## config.mk

```make
export PLATFORM = sky130hd
export DESIGN_NAME = bit_select_unit
export DESIGN_NICKNAME = d
export VERILOG_FILES = /design/src/rtl/mrisc_pkg.sv /design/src/rtl/bit_select_unit_chunk_select.sv /design/src/rtl/bit_select_unit.sv
export SDC_FILE = /design/constraint.sdc
export NUM_CORES = 1
export LEC_CHECK = 0
export ABC_CLOCK_PERIOD_IN_PS = 5660
export BUFFER_PORTS_ARGS = -buffer_cell sky130_fd_sc_hd__buf_2
export CAP_MARGIN = 0
export CORE_ASPECT_RATIO = 0.5
export CORE_MARGIN = 5
export CORE_UTILIZATION = 60
export CTS_CLUSTER_DIAMETER = 200
export CTS_CLUSTER_SIZE = 16
export DETAILED_ROUTE_END_ITERATION = 10
export MAX_ROUTING_LAYER = met4
export PLACE_DENSITY = 0.88
export SKIP_LAST_GASP = 1
export SLEW_MARGIN = 20
export SYNTH_ARGS = -nofsm -noshare
export SYNTH_HDL_FRONTEND = slang
export SYNTH_SLANG_ARGS = --single-unit
```

## constraint.sdc

```tcl
create_clock -name clk -period 5.66 [get_ports clk]
set_input_delay 0.566 -clock clk [delete_from_list [all_inputs] [get_ports clk]]
set_output_delay 0.566 -clock clk [all_outputs]
set_load 0.02 [all_outputs]
```

## src/rtl/mrisc_pkg.sv

```systemverilog
// Shared execute-stage definitions: FSM encodings and datapath defaults.
package mrisc_pkg;

  localparam int unsigned DATA_W_DEF         = 32;
  localparam int unsigned BITS_PER_CYCLE_DEF = 4;

  // Control states for multi-cycle execute units.
  typedef enum logic [1:0] {
    S_IDLE = 2'd0,
    S_SCAN = 2'd1,
    S_DONE = 2'd2
  } state_t;

endpackage : mrisc_pkg

```

## src/rtl/bit_select_unit_chunk_select.sv

```systemverilog
// Combinational chunk scan for bit_select_unit.
// Ports:
//   chunk [BITS_PER_CYCLE-1:0]  bits of the current chunk, LSB first
//   need  [RANK_W-1:0]          1-based rank of the set bit wanted inside this chunk
//   pop   [PCNT_W-1:0]          number of set bits in the chunk
//   hit                         the need-th set bit lies in this chunk
//   idx   [POS_W-1:0]           position of that bit inside the chunk (0 when no hit)
module chunk_select #(
  parameter int unsigned BITS_PER_CYCLE = 4,
  parameter int unsigned RANK_W         = 6,
  parameter int unsigned PCNT_W         = 3,
  parameter int unsigned POS_W          = 2
) (
  input  logic [BITS_PER_CYCLE-1:0] chunk,
  input  logic [RANK_W-1:0]         need,
  output logic [PCNT_W-1:0]         pop,
  output logic                      hit,
  output logic [POS_W-1:0]          idx
);

  // Running count from the LSB; the first bit where the count reaches need is the hit.
  // need==0 never matches, so a zero need can't produce a false hit.
  always_comb begin
    pop = '0;
    hit = 1'b0;
    idx = '0;
    for (int unsigned i = 0; i < BITS_PER_CYCLE; i++) begin
      if (chunk[i]) begin
        pop = pop + PCNT_W'(1);
        if (!hit && (RANK_W'(pop) == need)) begin
          hit = 1'b1;
          idx = POS_W'(i);
        end
      end
    end
  end

endmodule : chunk_select

```

## src/rtl/bit_select_unit.sv

```systemverilog
// Select unit: returns the bit index of the rank-th set bit of src1 (LSB first),
// scanning BITS_PER_CYCLE bits per clock and stopping at the first hit.
// Ports:
//   clk, rst_n        clock and synchronous active-low reset
//   start             request, accepted only in IDLE
//   src1 [DATA_W-1:0] word to search
//   rank [RANK_W-1:0] 1-based rank of the wanted set bit
//   busy              high while scanning and in the done cycle
//   done              one-cycle result strobe
//   found             rank-th set bit exists
//   sel_idx [IDX_W-1:0] index of that bit, 0 when not found
module bit_select_unit
  import mrisc_pkg::*;
#(
  parameter int unsigned DATA_W         = DATA_W_DEF,
  parameter int unsigned BITS_PER_CYCLE = BITS_PER_CYCLE_DEF,
  parameter int unsigned IDX_W          = $clog2(DATA_W),
  parameter int unsigned RANK_W         = $clog2(DATA_W) + 1
) (
  input  logic              clk,
  input  logic              rst_n,
  input  logic              start,
  input  logic [DATA_W-1:0] src1,
  input  logic [RANK_W-1:0] rank,
  output logic              busy,
  output logic              done,
  output logic              found,
  output logic [IDX_W-1:0]  sel_idx
);

  localparam int unsigned NCHUNK  = DATA_W / BITS_PER_CYCLE;
  localparam int unsigned CHUNK_W = (NCHUNK > 1) ? $clog2(NCHUNK) : 1;
  localparam int unsigned PCNT_W  = $clog2(BITS_PER_CYCLE + 1);
  localparam int unsigned POS_W   = (BITS_PER_CYCLE > 1) ? $clog2(BITS_PER_CYCLE) : 1;
  localparam logic [CHUNK_W-1:0] LAST_CHUNK = CHUNK_W'(NCHUNK - 1);

  state_t              state_q, state_d;
  logic [DATA_W-1:0]   src_q, src_d;
  logic [RANK_W-1:0]   rank_q, rank_d;
  logic [RANK_W-1:0]   cnt_q, cnt_d;
  logic [CHUNK_W-1:0]  chunk_q, chunk_d;
  logic                busy_d, done_d, found_d;
  logic [IDX_W-1:0]    sel_idx_d;

  logic [BITS_PER_CYCLE-1:0] chunk_bits;
  logic [RANK_W-1:0]         need;
  logic [PCNT_W-1:0]         chunk_pop;
  logic                      chunk_hit;
  logic [POS_W-1:0]          chunk_idx;

  // Current chunk and the rank still outstanding; cnt_q < rank_q whenever scanning.
  always_comb begin
    chunk_bits = src_q[32'(chunk_q) * BITS_PER_CYCLE +: BITS_PER_CYCLE];
    need       = rank_q - cnt_q;
  end

  chunk_select #(
    .BITS_PER_CYCLE (BITS_PER_CYCLE),
    .RANK_W         (RANK_W),
    .PCNT_W         (PCNT_W),
    .POS_W          (POS_W)
  ) u_chunk_select (
    .chunk (chunk_bits),
    .need  (need),
    .pop   (chunk_pop),
    .hit   (chunk_hit),
    .idx   (chunk_idx)
  );

  // Next-state and next-register values.
  always_comb begin
    state_d   = state_q;
    src_d     = src_q;
    rank_d    = rank_q;
    cnt_d     = cnt_q;
    chunk_d   = chunk_q;
    found_d   = found;
    sel_idx_d = sel_idx;

    unique case (state_q)
      S_IDLE: begin
        if (start) begin
          src_d     = src1;
          rank_d    = rank;
          cnt_d     = '0;
          chunk_d   = '0;
          found_d   = 1'b0;
          sel_idx_d = '0;
          state_d   = (rank == '0) ? S_DONE : S_SCAN;
        end
      end
      S_SCAN: begin
        if (chunk_hit) begin
          found_d   = 1'b1;
          sel_idx_d = IDX_W'(chunk_q) * IDX_W'(BITS_PER_CYCLE) + IDX_W'(chunk_idx);
          state_d   = S_DONE;
        end else if (chunk_q == LAST_CHUNK) begin
          found_d   = 1'b0;
          sel_idx_d = '0;
          state_d   = S_DONE;
        end else begin
          cnt_d   = cnt_q + RANK_W'(chunk_pop);
          chunk_d = chunk_q + CHUNK_W'(1);
        end
      end
      S_DONE: begin
        state_d = S_IDLE;
      end
      default: begin
        state_d = S_IDLE;
      end
    endcase

    // Handshake outputs are registered copies of the upcoming state.
    busy_d = (state_d != S_IDLE);
    done_d = (state_d == S_DONE);
  end

  // State and output registers.
  always_ff @(posedge clk) begin
    if (!rst_n) begin
      state_q <= S_IDLE;
      src_q   <= '0;
      rank_q  <= '0;
      cnt_q   <= '0;
      chunk_q <= '0;
      busy    <= 1'b0;
      done    <= 1'b0;
      found   <= 1'b0;
      sel_idx <= '0;
    end else begin
      state_q <= state_d;
      src_q   <= src_d;
      rank_q  <= rank_d;
      cnt_q   <= cnt_d;
      chunk_q <= chunk_d;
      busy    <= busy_d;
      done    <= done_d;
      found   <= found_d;
      sel_idx <= sel_idx_d;
    end
  end

endmodule : bit_select_unit

```

==> results_dict.tcl <==
set metrics [dict create \
    required_ps 5890 \
    maxCapViolCount 0 \
    grt_max_degree 52 \
    p_leak_nw 1.46 \
    final_area_um2 3530 \
    vias_per_cell 5.79 \
    p_sw_w 0.000279 \
    final-setup-viol-count 0 \
    seq_power_share_pct 42.5 \
    gp_congestion 0.855 \
    dr_total_vias 2673 \
    antenna_found_initial 0 \
    diodes 0 \
    nNetsFinal 443 \
    synth_top_cell_area_share_pct 37.1 \
    io_buffer_count 48 \
    worst_slack_ps 1290 \
    r2r-start "chunk_q[0]" \
    reg2regPathDepth 12 \
    overflow 0 \
    drtIter0Drc 129 \
    ant_nets 0 \
    endpoint "cnt_q[3]" \
    postCtsSetupBuffers 0 \
    drc 0 \
    relSlewSlack_pct 50.0 \
    syn_nets 404 \
    outcome "finished, final reports clean" \
    synth_area_per_cell_um2 8.85 \
    min_path_type "reg2reg" \
    slew_violations 0 \
    wire_per_inst_um 16.4 \
    clk_pin_slew_ps 60 \
    drt_first_pass_iters 5 \
    dieWidth_um 111 \
    r2r-end "cnt_q[3]" \
    drive_above_1_share_pct 20.9 \
    grt_pass1_wl_mm 12.5 \
    synthTopCellsByArea "dfxtp_1 37%, nand2_1 10%, a21boi_0 9.3%, ha_1 5.3%, mux4_1 3.4%" \
    cts_sinks 57 \
    crit_path_start "chunk_q[0]" \
    r2r_slack_ps 1290 \
    tightest_slew_ps 749 \
    finalHoldViolCount 0 \
    combPwrFrac_pct 16.9 \
    power_w 0.00103 \
    cts_hold_buf 0 \
    dieArea_um2 6750 \
    die_h_um 60.7 \
    ys_types 49 \
    seq_area_frac_synth_pct 37.1 \
    start_util_pct 62.1 \
    fmax_mhz 229 \
    intPower_w 0.000753 \
    synthFlopType "dfxtp_1" \
    fin_crit_sh_pct 77.2 \
    grt_pass1_vias 2765 \
    yosysTopAreaCell "dfxtp_1" \
    path_max_fanout 16 \
    critPathKind "reg2reg" \
    syn-cell-area_um2 3080 \
    cts_tree "built" \
    powerDensity_nw_per_um2 292 \
    grt_usage_pct 24.8 \
    dp_hpwl_mm 5.22 \
    clk-insertion-delay-late_ps 340 \
    worstSetupEndpointType "flop" \
    synth-seq-cells 57 \
    synth-edff-count 0 \
    coreArea_um2 4950 \
    critPathLaunchType "flop" \
    arrival_ps 4600 \
    drt_wl_total_mm 7.60 \
    rows 18 \
    postPlaceCellArea_um2 3310 \
    clockBufferDepth 2 \
    fin_tns_setup_ps 0 \
    rsz0062_at_grt "false" \
    synth_cells 348 \
    async_flop_share_pct 0 \
    num-fill-cells 382 \
    clockRootBuffer "clkbuf_8" \
    clockPowerShare_pct 40.6 \
    ir_worst_vdd_uv 183 \
    finalCriticalPeriod_ps 4370 \
    cts_made_buffers 9 \
    htree_levels 3 \
    dp_slack_ps 1420 \
    swShare_pct 27.0 \
    ctsResizeCount 0 \
    synth_warnings 0 \
    area_growth_pct 14.7 \
    num_io_pins 49 \
    finClkSkew_ps 4.61 \
]
==> per-stage QoR <==
| step | util (%) | hold slack (ps) | instances |
|---|---|---|---|
| 4_1_cts | 71.3 | 464 | 462 |
| 2_1_floorplan | - | 439 | 348 |
| 3_3_place_gp | 66.8 | 454 | 446 |
| 5_1_grt | 71.3 | 464 | 462 |
| 6_report | 71.3 | 469 | 462 |
| 3_5_place_dp | 66.8 | 456 | 446 |
==> power by group through the flow <==
stage,logic [W],registers [W],clock network (W)
CTS,0.000172,0.000438,0.000424
finish,0.000174,0.000438,0.000419
global placement,0.000155,0.000445,0
detailed placement,0.000168,0.000446,0
floorplan,0.000129,0.000440,0
global route,0.000192,0.000441,0.000447
==> critical path: stages, from the launching register on <==
cell      delay (ps)
dfxtp_1          720
mux4_1           660
mux2i_2          210
ha_1             350
xnor2_1          300
ha_1             260
xnor2_1          140
o211ai_1         160
nand2_1           80
o211ai_1         290
and4b_1          660
a211oi_1         160
a31o_2           250
==> sequential cells by signal, summed over array words and instances (netlist names) <==
register,cells
busy,1
chunk_q,3
cnt_q,6
done,1
found,1
rank_q,6
sel_idx,5
src_q,32
state_q,2
==> metal layers <==
metal,track usage [%],part of all wire [%],up-vias
met4,12.5,3.9,0
met5,-,0,-
met2,44.1,50,101
li1,-,-,1285
met3,7.47,5.3,31
met1,26.0,41,1256
==> logic make-up (layout without fill, tap and decap cells) <==
logic type                 after synthesis  in the layout  share of synthesized area [%]
xor gates and xnor gates                11             11                           3.13
and+or+nand+nor                        133            133                           19.4
muxes                                   14             14                           8.90
buffers and inverters                   34             78                           5.04
AOI/OAI and AO/OA                       84             84                           19.9
adders and majority gates               15             15                           6.58
DFF                                     57             57                           37.1
==> Yosys cell counts (all sizes together), types with 3 or more instances <==
cell     n
nand2   86
dfxtp   57
a21boi  38
clkbuf  15
ha      13
inv     12
nor2    12
a21oi   11
xnor2    9
mux4     8
o21ai    8
buf      7
o211ai   6
a22o     5
nand4    5
a211oi   4
a21o     4
and2     4
mux2i    4
nor2b    4
nor3b    4
and3     3
nand3    3
nand3b   3
==> worst min path at each step <==
stage	from	to	slack (ps)	cells after the start
floorplan	src_q[20]	src_q[20]	440	2
global placement	src_q[15]	src_q[15]	450	2
detailed placement	src_q[13]	src_q[13]	460	2
CTS	src1[3]	src_q[3]	460	3
global route	src1[6]	src_q[6]	460	3
finish	src_q[30]	src_q[30]	470	2
==> layout make-up <==
cell class | count | area [um^2] | share of cell area [%]
inverters | 12 | 45.0 | 1.28
clock buffers | 11 | 141 | 4.00
clock inverters | 5 | 78.8 | 2.23
flip-flops and latches | 57 | 1140 | 32.3
well taps | 70 | 87.6 | 2.48
multi-input cells | 257 | 1780 | 50.5
repair buffers | 50 | 255 | 7.23
==> placed cells by master, fill, tap and decap left out, types with 3 or more instances in the layout <==
| master | instances |
|---|---|
| inv_1 | 10 |
| and3_1 | 3 |
| nor3b_1 | 4 |
| nand3_1 | 3 |
| a211oi_1 | 4 |
| dfxtp_1 | 57 |
| a21oi_1 | 10 |
| clkbuf_8 | 10 |
| xnor2_1 | 9 |
| nand2_1 | 86 |
| a21o_1 | 4 |
| nor2_1 | 12 |
| and2_1 | 4 |
| a21boi_0 | 38 |
| nor2b_1 | 4 |
| nand4_1 | 5 |
| buf_2 | 48 |
| mux4_2 | 4 |
| mux4_1 | 4 |
| ha_1 | 13 |
| o21ai_0 | 5 |
| o211ai_1 | 6 |
| a22o_1 | 5 |
| nand3b_1 | 3 |
Power figures use the tool's default switching activity.
